## src/rtl/kbd_scancode_ctrl.sv

```systemverilog
// kbd_scancode_ctrl: turns raw PS/2 scan-code bytes into key events.
// E0 (extended) and F0 (break) prefixes are stripped and folded into ext/make
// flags. Events are queued in a small show-ahead FIFO with a valid/ready port.
// A watchdog returns a half-received prefix sequence to IDLE if the keyboard stalls.
module kbd_scancode_ctrl #(
    parameter int FIFO_DEPTH     = 4,
    parameter int TIMEOUT_CYCLES = 50000,
    parameter int TO_W           = 16
) (
    input  logic                          clk,
    input  logic                          reset,
    input  logic [7:0]                    din,
    input  logic                          din_new,
    output logic [7:0]                    ev_code,
    output logic                          ev_ext,
    output logic                          ev_make,
    output logic                          ev_valid,
    input  logic                          ev_ready,
    output logic [$clog2(FIFO_DEPTH):0]   ev_count,
    output logic                          overflow,
    output logic                          seq_err
);

    localparam int AW = $clog2(FIFO_DEPTH);
    localparam int CW = AW + 1;

    localparam logic [7:0] BYTE_E0 = 8'hE0;
    localparam logic [7:0] BYTE_F0 = 8'hF0;

    typedef enum logic [1:0] {
        IDLE     = 2'd0,
        GOT_E0   = 2'd1,
        GOT_F0   = 2'd2,
        GOT_E0F0 = 2'd3
    } state_t;

    state_t            state_q, state_d;
    logic [TO_W-1:0]   to_cnt_q, to_cnt_d;
    logic [AW-1:0]     wr_ptr_q, rd_ptr_q;
    logic [CW-1:0]     count_q;
    logic              overflow_q, seq_err_q;
    logic [9:0]        mem_q [FIFO_DEPTH];

    logic              is_e0, is_f0, is_bad;
    logic              timeout_hit;
    logic              push, push_ext, push_make, err_d;
    logic              pop, full, accept, ovf_d;
    logic [9:0]        head;

    assign is_e0  = (din == BYTE_E0);
    assign is_f0  = (din == BYTE_F0);
    // 00 and FF are keyboard error/overrun codes, never valid key codes.
    assign is_bad = (din == 8'h00) || (din == 8'hFF);

    // A byte arriving on the same cycle as the deadline takes priority.
    assign timeout_hit = (state_q != IDLE) && !din_new &&
                         (to_cnt_q == TO_W'(TIMEOUT_CYCLES - 1));

    // Decode the incoming byte against the prefix collected so far.
    always_comb begin
        state_d   = state_q;
        push      = 1'b0;
        push_ext  = 1'b0;
        push_make = 1'b0;
        err_d     = 1'b0;
        if (din_new) begin
            case (state_q)
                IDLE: begin
                    if (is_e0)       state_d = GOT_E0;
                    else if (is_f0)  state_d = GOT_F0;
                    else if (is_bad) err_d   = 1'b1;
                    else begin
                        push      = 1'b1;
                        push_make = 1'b1;
                    end
                end
                GOT_E0: begin
                    state_d = IDLE;
                    if (is_f0)                state_d = GOT_E0F0;
                    else if (is_e0 || is_bad) err_d   = 1'b1;
                    else begin
                        push      = 1'b1;
                        push_ext  = 1'b1;
                        push_make = 1'b1;
                    end
                end
                GOT_F0: begin
                    state_d = IDLE;
                    if (is_e0 || is_f0 || is_bad) err_d = 1'b1;
                    else push = 1'b1;
                end
                default: begin
                    state_d = IDLE;
                    if (is_e0 || is_f0 || is_bad) err_d = 1'b1;
                    else begin
                        push     = 1'b1;
                        push_ext = 1'b1;
                    end
                end
            endcase
        end else if (timeout_hit) begin
            state_d = IDLE;
            err_d   = 1'b1;
        end
    end

    // Watchdog counts idle cycles only while part-way through a sequence.
    always_comb begin
        to_cnt_d = to_cnt_q + TO_W'(1);
        if (din_new || (state_q == IDLE)) to_cnt_d = '0;
    end

    // FIFO control: a pop frees the slot a simultaneous push needs when full.
    assign full     = (count_q == CW'(FIFO_DEPTH));
    assign ev_valid = (count_q != '0);
    assign pop      = ev_valid && ev_ready;
    assign accept   = push && (!full || pop);
    assign ovf_d    = push && full && !pop;

    // Sequencer state, watchdog, pointers and the registered pulse outputs.
    always_ff @(posedge clk) begin
        if (reset) begin
            state_q    <= IDLE;
            to_cnt_q   <= '0;
            wr_ptr_q   <= '0;
            rd_ptr_q   <= '0;
            count_q    <= '0;
            overflow_q <= 1'b0;
            seq_err_q  <= 1'b0;
        end else begin
            state_q    <= state_d;
            to_cnt_q   <= to_cnt_d;
            overflow_q <= ovf_d;
            seq_err_q  <= err_d;
            if (accept) wr_ptr_q <= wr_ptr_q + AW'(1);
            if (pop)    rd_ptr_q <= rd_ptr_q + AW'(1);
            count_q <= count_q + CW'(accept) - CW'(pop);
        end
    end

    // Event storage: one register per slot, written when the write pointer selects it.
    for (genvar gi = 0; gi < FIFO_DEPTH; gi++) begin : g_slot
        // Capture {code, ext, make} into this slot on an accepted push.
        always_ff @(posedge clk) begin
            if (accept && (wr_ptr_q == AW'(gi))) begin
                mem_q[gi] <= {din, push_ext, push_make};
            end
        end
    end

    // Show-ahead head; fields are forced to zero when nothing is queued.
    assign head     = ev_valid ? mem_q[rd_ptr_q] : 10'h000;
    assign ev_code  = head[9:2];
    assign ev_ext   = head[1];
    assign ev_make  = head[0];
    assign ev_count = count_q;
    assign overflow = overflow_q;
    assign seq_err  = seq_err_q;

endmodule

```

## config.mk

```make
export PLATFORM = sky130hd
export DESIGN_NAME = kbd_scancode_ctrl
export DESIGN_NICKNAME = d
export VERILOG_FILES = /design/src/rtl/kbd_scancode_ctrl.sv
export SDC_FILE = /design/constraint.sdc
export NUM_CORES = 1
export LEC_CHECK = 0
export ABC_CLOCK_PERIOD_IN_PS = 8050
export CELL_PAD_IN_SITES_DETAIL_PLACEMENT = 1
export CELL_PAD_IN_SITES_GLOBAL_PLACEMENT = 2
export CORE_ASPECT_RATIO = 1.25
export CORE_UTILIZATION = 42
export CTS_CLUSTER_DIAMETER = 40
export CTS_CLUSTER_SIZE = 10
export DETAILED_ROUTE_END_ITERATION = 12
export PLACE_DENSITY = 0.84
export RECOVER_POWER = 25
export REMOVE_ABC_BUFFERS = 1
export SYNTH_ARGS = -nofsm -noshare
export SYNTH_HDL_FRONTEND = slang
export SYNTH_SLANG_ARGS = --single-unit
```

## constraint.sdc

```tcl
create_clock -name clk -period 8.05 [get_ports clk]
set_input_delay 1.61 -clock clk [delete_from_list [all_inputs] [get_ports clk]]
set_output_delay 1.61 -clock clk [all_outputs]
set_load 0.005 [all_outputs]
```

==> impl_metrics.tcl <==
set metrics [dict create \
    routed_wl_um 5820 \
    post_synth_num_cell_types 45 \
    register_area_share_after_synthesis_pct 60.7 \
    post_synth_fa_ha_maj_area_fraction_pct 3.67 \
    buffer_ports.inserted 27 \
    syn_avg_cell_area_um2 13.0 \
    ys_async_sr_fraction_pct 0 \
    clk_transition_reported_paths_ps 70 \
    category_of_the_critical_setup_timing_path "in -> reg" \
    drt-vias-per-instance 5.22 \
    hold_viol 0 \
    worst_slew_margin_rel_pct 54.7 \
    crit_top_cell "inv_1" \
    route.vias.total 1821 \
    drc 0 \
    worstSkewPairLatency_ps 350 \
    synth_simple_gate_area_share_pct 16.3 \
    routed_wire_length_per_instance_um 16.7 \
    first_global_vias 1933 \
    nets 277 \
    gr-usage-met1_pct 19.5 \
    path_depth 13 \
    groute.layer.met2.usage_pct 33.1 \
    peak_per_stage_delay_on_the_critical_path_ps 670 \
    sequential_cell_area_mm2 0.00178 \
    starting_density_of_the_core_pct 44.2 \
    die_height_um 95.5 \
    cts_tree "done" \
    finalSetupViolations 0 \
    numCtsBuffers 9 \
    largest_area_contributor_in_the_synthesized_netlist "edfxtp_1" \
    cp-end-kind "flip-flop" \
    timing.final.max_slew_violations 0 \
    grt.busiest_layer "met2" \
    area_of_the_placeable_core_mm2 0.00665 \
    post_cts.repair.setup_buffers 0 \
    detail-route-antenna-nets 0 \
    synth.area.top_cells "edfxtp_1, dfxtp_1, mux4_2" \
    post_cts_resize_count 0 \
    cpLargestDelayFamily "buffers and inverters" \
    timing.hold.worst.class "reg -> reg" \
    powerDensity_mw_per_mm2 277 \
    finClkSkew_ps 8.50 \
    run_status "complete, no violations" \
    yosys.area_share.xor_xnor_pct 4.18 \
    synth-main-ff-cell "edfxtp_1" \
    cts.root.buffer_cell "clkbuf_8" \
    combinational_family_with_the_most_area_after_synthesis "simple AND/OR/NAND/NOR gates" \
    multi_input_gate_area_in_the_final_layout_mm2 0.00108 \
    rsz0062_at_grt "no" \
    die_w_um 76.8 \
    ff2ff_path_depth 10 \
    synth_warn 0 \
    final.min_clock_period_ps 4230 \
    detail_route.iter0.violations 86 \
    core.rowCount 33 \
    grt_first_pass_wirelength_um 9700 \
    post-route-util_pct 53.0 \
    synth-compound-area-share_pct 4.35 \
    floorplan.die_area_mm2 0.00733 \
    cap_violations 0 \
    area_of_the_mapped_netlist_mm2 0.00294 \
    n_antenna_cell 0 \
    final_layout_size_suffix_gt1_share_pct 11.5 \
    grt_antenna_before_repair 0 \
    crit_chain "dlygate4sd3_1, and3_1, a41o_2, a21oi_2, inv_1, ha_1, inv_1, ha_1, inv_1, fa_1, xor2_1, xnor2_1, nor2_1" \
    timing.fmax_ghz 0.237 \
    yosysMostFrequentCell "edfxtp_1" \
    synth-edff-count 40 \
    timing.critical_path.from_type "input port" \
    io-pin-count 28 \
    grt-ovfl-total 0 \
    min_period_over_period_pct 52.5 \
    synth.area.mux_share_pct 8.40 \
    leakage_component_of_the_power_nw 1.16 \
    whs_path_depth 1 \
    max-vdd-ir-drop_uv 103 \
    cts_num_sinks 69 \
    fin_tns_setup_ps 0 \
    cp_data_arrival_time_ps 4440 \
    crit_path_max_fanout 10 \
    critical-path-slowest-cell "dlygate4sd3_1" \
    max_slew.worst_pin.slew_ps 678 \
    cts_buffer_depth 2 \
    grt_start_max_net_pins 17 \
    area.growth.synth_to_final_pct 19.9 \
    worst_path_buf_inv 4 \
    cts_hold_repair.buffers 0 \
    synthCells 225 \
    cp.required_ps 8260 \
    gp_congestion 0.690 \
    h-tree-depth 3 \
    yosysTopAreaCellShare_pct 40.9 \
    drt_first_pass_iters 4 \
    synthTopCellsByCount "edfxtp_1, dfxtp_1, nor2_1" \
    synth_seq_cells 69 \
    use_met3_pct 4.11 \
    globalRouteTotalUtil_pct 17.9 \
    fillers 681 \
    hpwl_um 4020 \
]
## flip-flops by register name, indices dropped and copies added, names as in the netlist, named ones only
register and count:
overflow 1, ev_count 3, to_cnt_q 16, wr_ptr_q 2
state_q 2, seq_err 1, mem_q 40, rd_ptr_q 2
## cell type report
| class | instances | area share [%] |
|---|---|---|
| repair buffers | 27 | 7.68 |
| well taps | 87 | 3.09 |
| multi-input cells | 140 | 30.7 |
| flip-flops and latches | 69 | 50.6 |
| clock buffers | 10 | 3.62 |
| clock inverters | 6 | 3.20 |
| inverters | 10 | 1.07 |
## metal layers
metal / part of all wire [%] / up-vias
met5: 0 / -
met4: 1.0 / 0
met3: 2.7 / 6
met2: 54 / 30
met1: 42 / 901
li1: - / 884
## path summary, 6_finish.rpt
kind	startpoint	end	slack, ps
setup / recovery	din[4]	ev_count[2]	3820
hold / removal	to_cnt_q[0]	to_cnt_q[0]	460
setup reg to reg	ev_count[1]	ev_count[2]	5390
hold reg to reg	to_cnt_q[0]	to_cnt_q[0]	460
## worst register-to-register path, cell delays in order, from the launching register on
cell	delay, ps
dfxtp_1	370
or3_1	580
and2_1	290
ha_1	300
inv_1	60
ha_1	130
inv_1	50
fa_1	370
xor2_1	170
xnor2_1	140
nor2_1	50
## stage by stage
step | setup slack [ps] | power, mW | cell area (µm²) | hold WS (ps) | instances
after floorplan | 4360 | 0.539 | 2900 | 430 | 219
after global placement | 3610 | 0.641 | 3280 | 446 | 333
after detailed placement | 3530 | 0.649 | 3280 | 452 | 333
after CTS | 3890 | 0.987 | 3520 | 470 | 349
after global routing | 3620 | 1.02 | 3520 | 512 | 349
final | 3820 | 0.975 | 3520 | 461 | 349
## where the power goes
group,internal (mW),switching [mW],total (mW)
combinational,0.128,0.0767,0.204
clock,0.206,0.133,0.339
sequential,0.403,0.0286,0.431
## layout by cell type, fill, tap and decap left out, types with 3 or more instances in the layout
cell,n
edfxtp_1,40
dfxtp_1,29
nor2_1,24
clkdlybuf4s50_1,19
and2_1,15
xnor2_1,11
inv_1,10
mux4_2,10
clkbuf_8,9
dlygate4sd3_1,8
nand2_1,7
ha_1,7
a21oi_1,6
nor3_1,5
nand3_1,5
or3_1,4
nand4_1,4
nor4_1,3
nor2b_1,3
xor2_1,3
bufinv_16,3
## logic make-up after synthesis
group / after synthesis
AO/OA/AOI/OAI: 19
AND/OR/NAND/NOR: 87
multiplexers: 12
buffers and inverters: 16
flip-flops: 69
adder cells (fa/ha/maj): 8
XOR/XNOR: 14
Note: power is estimated with default switching activity, not from simulation.
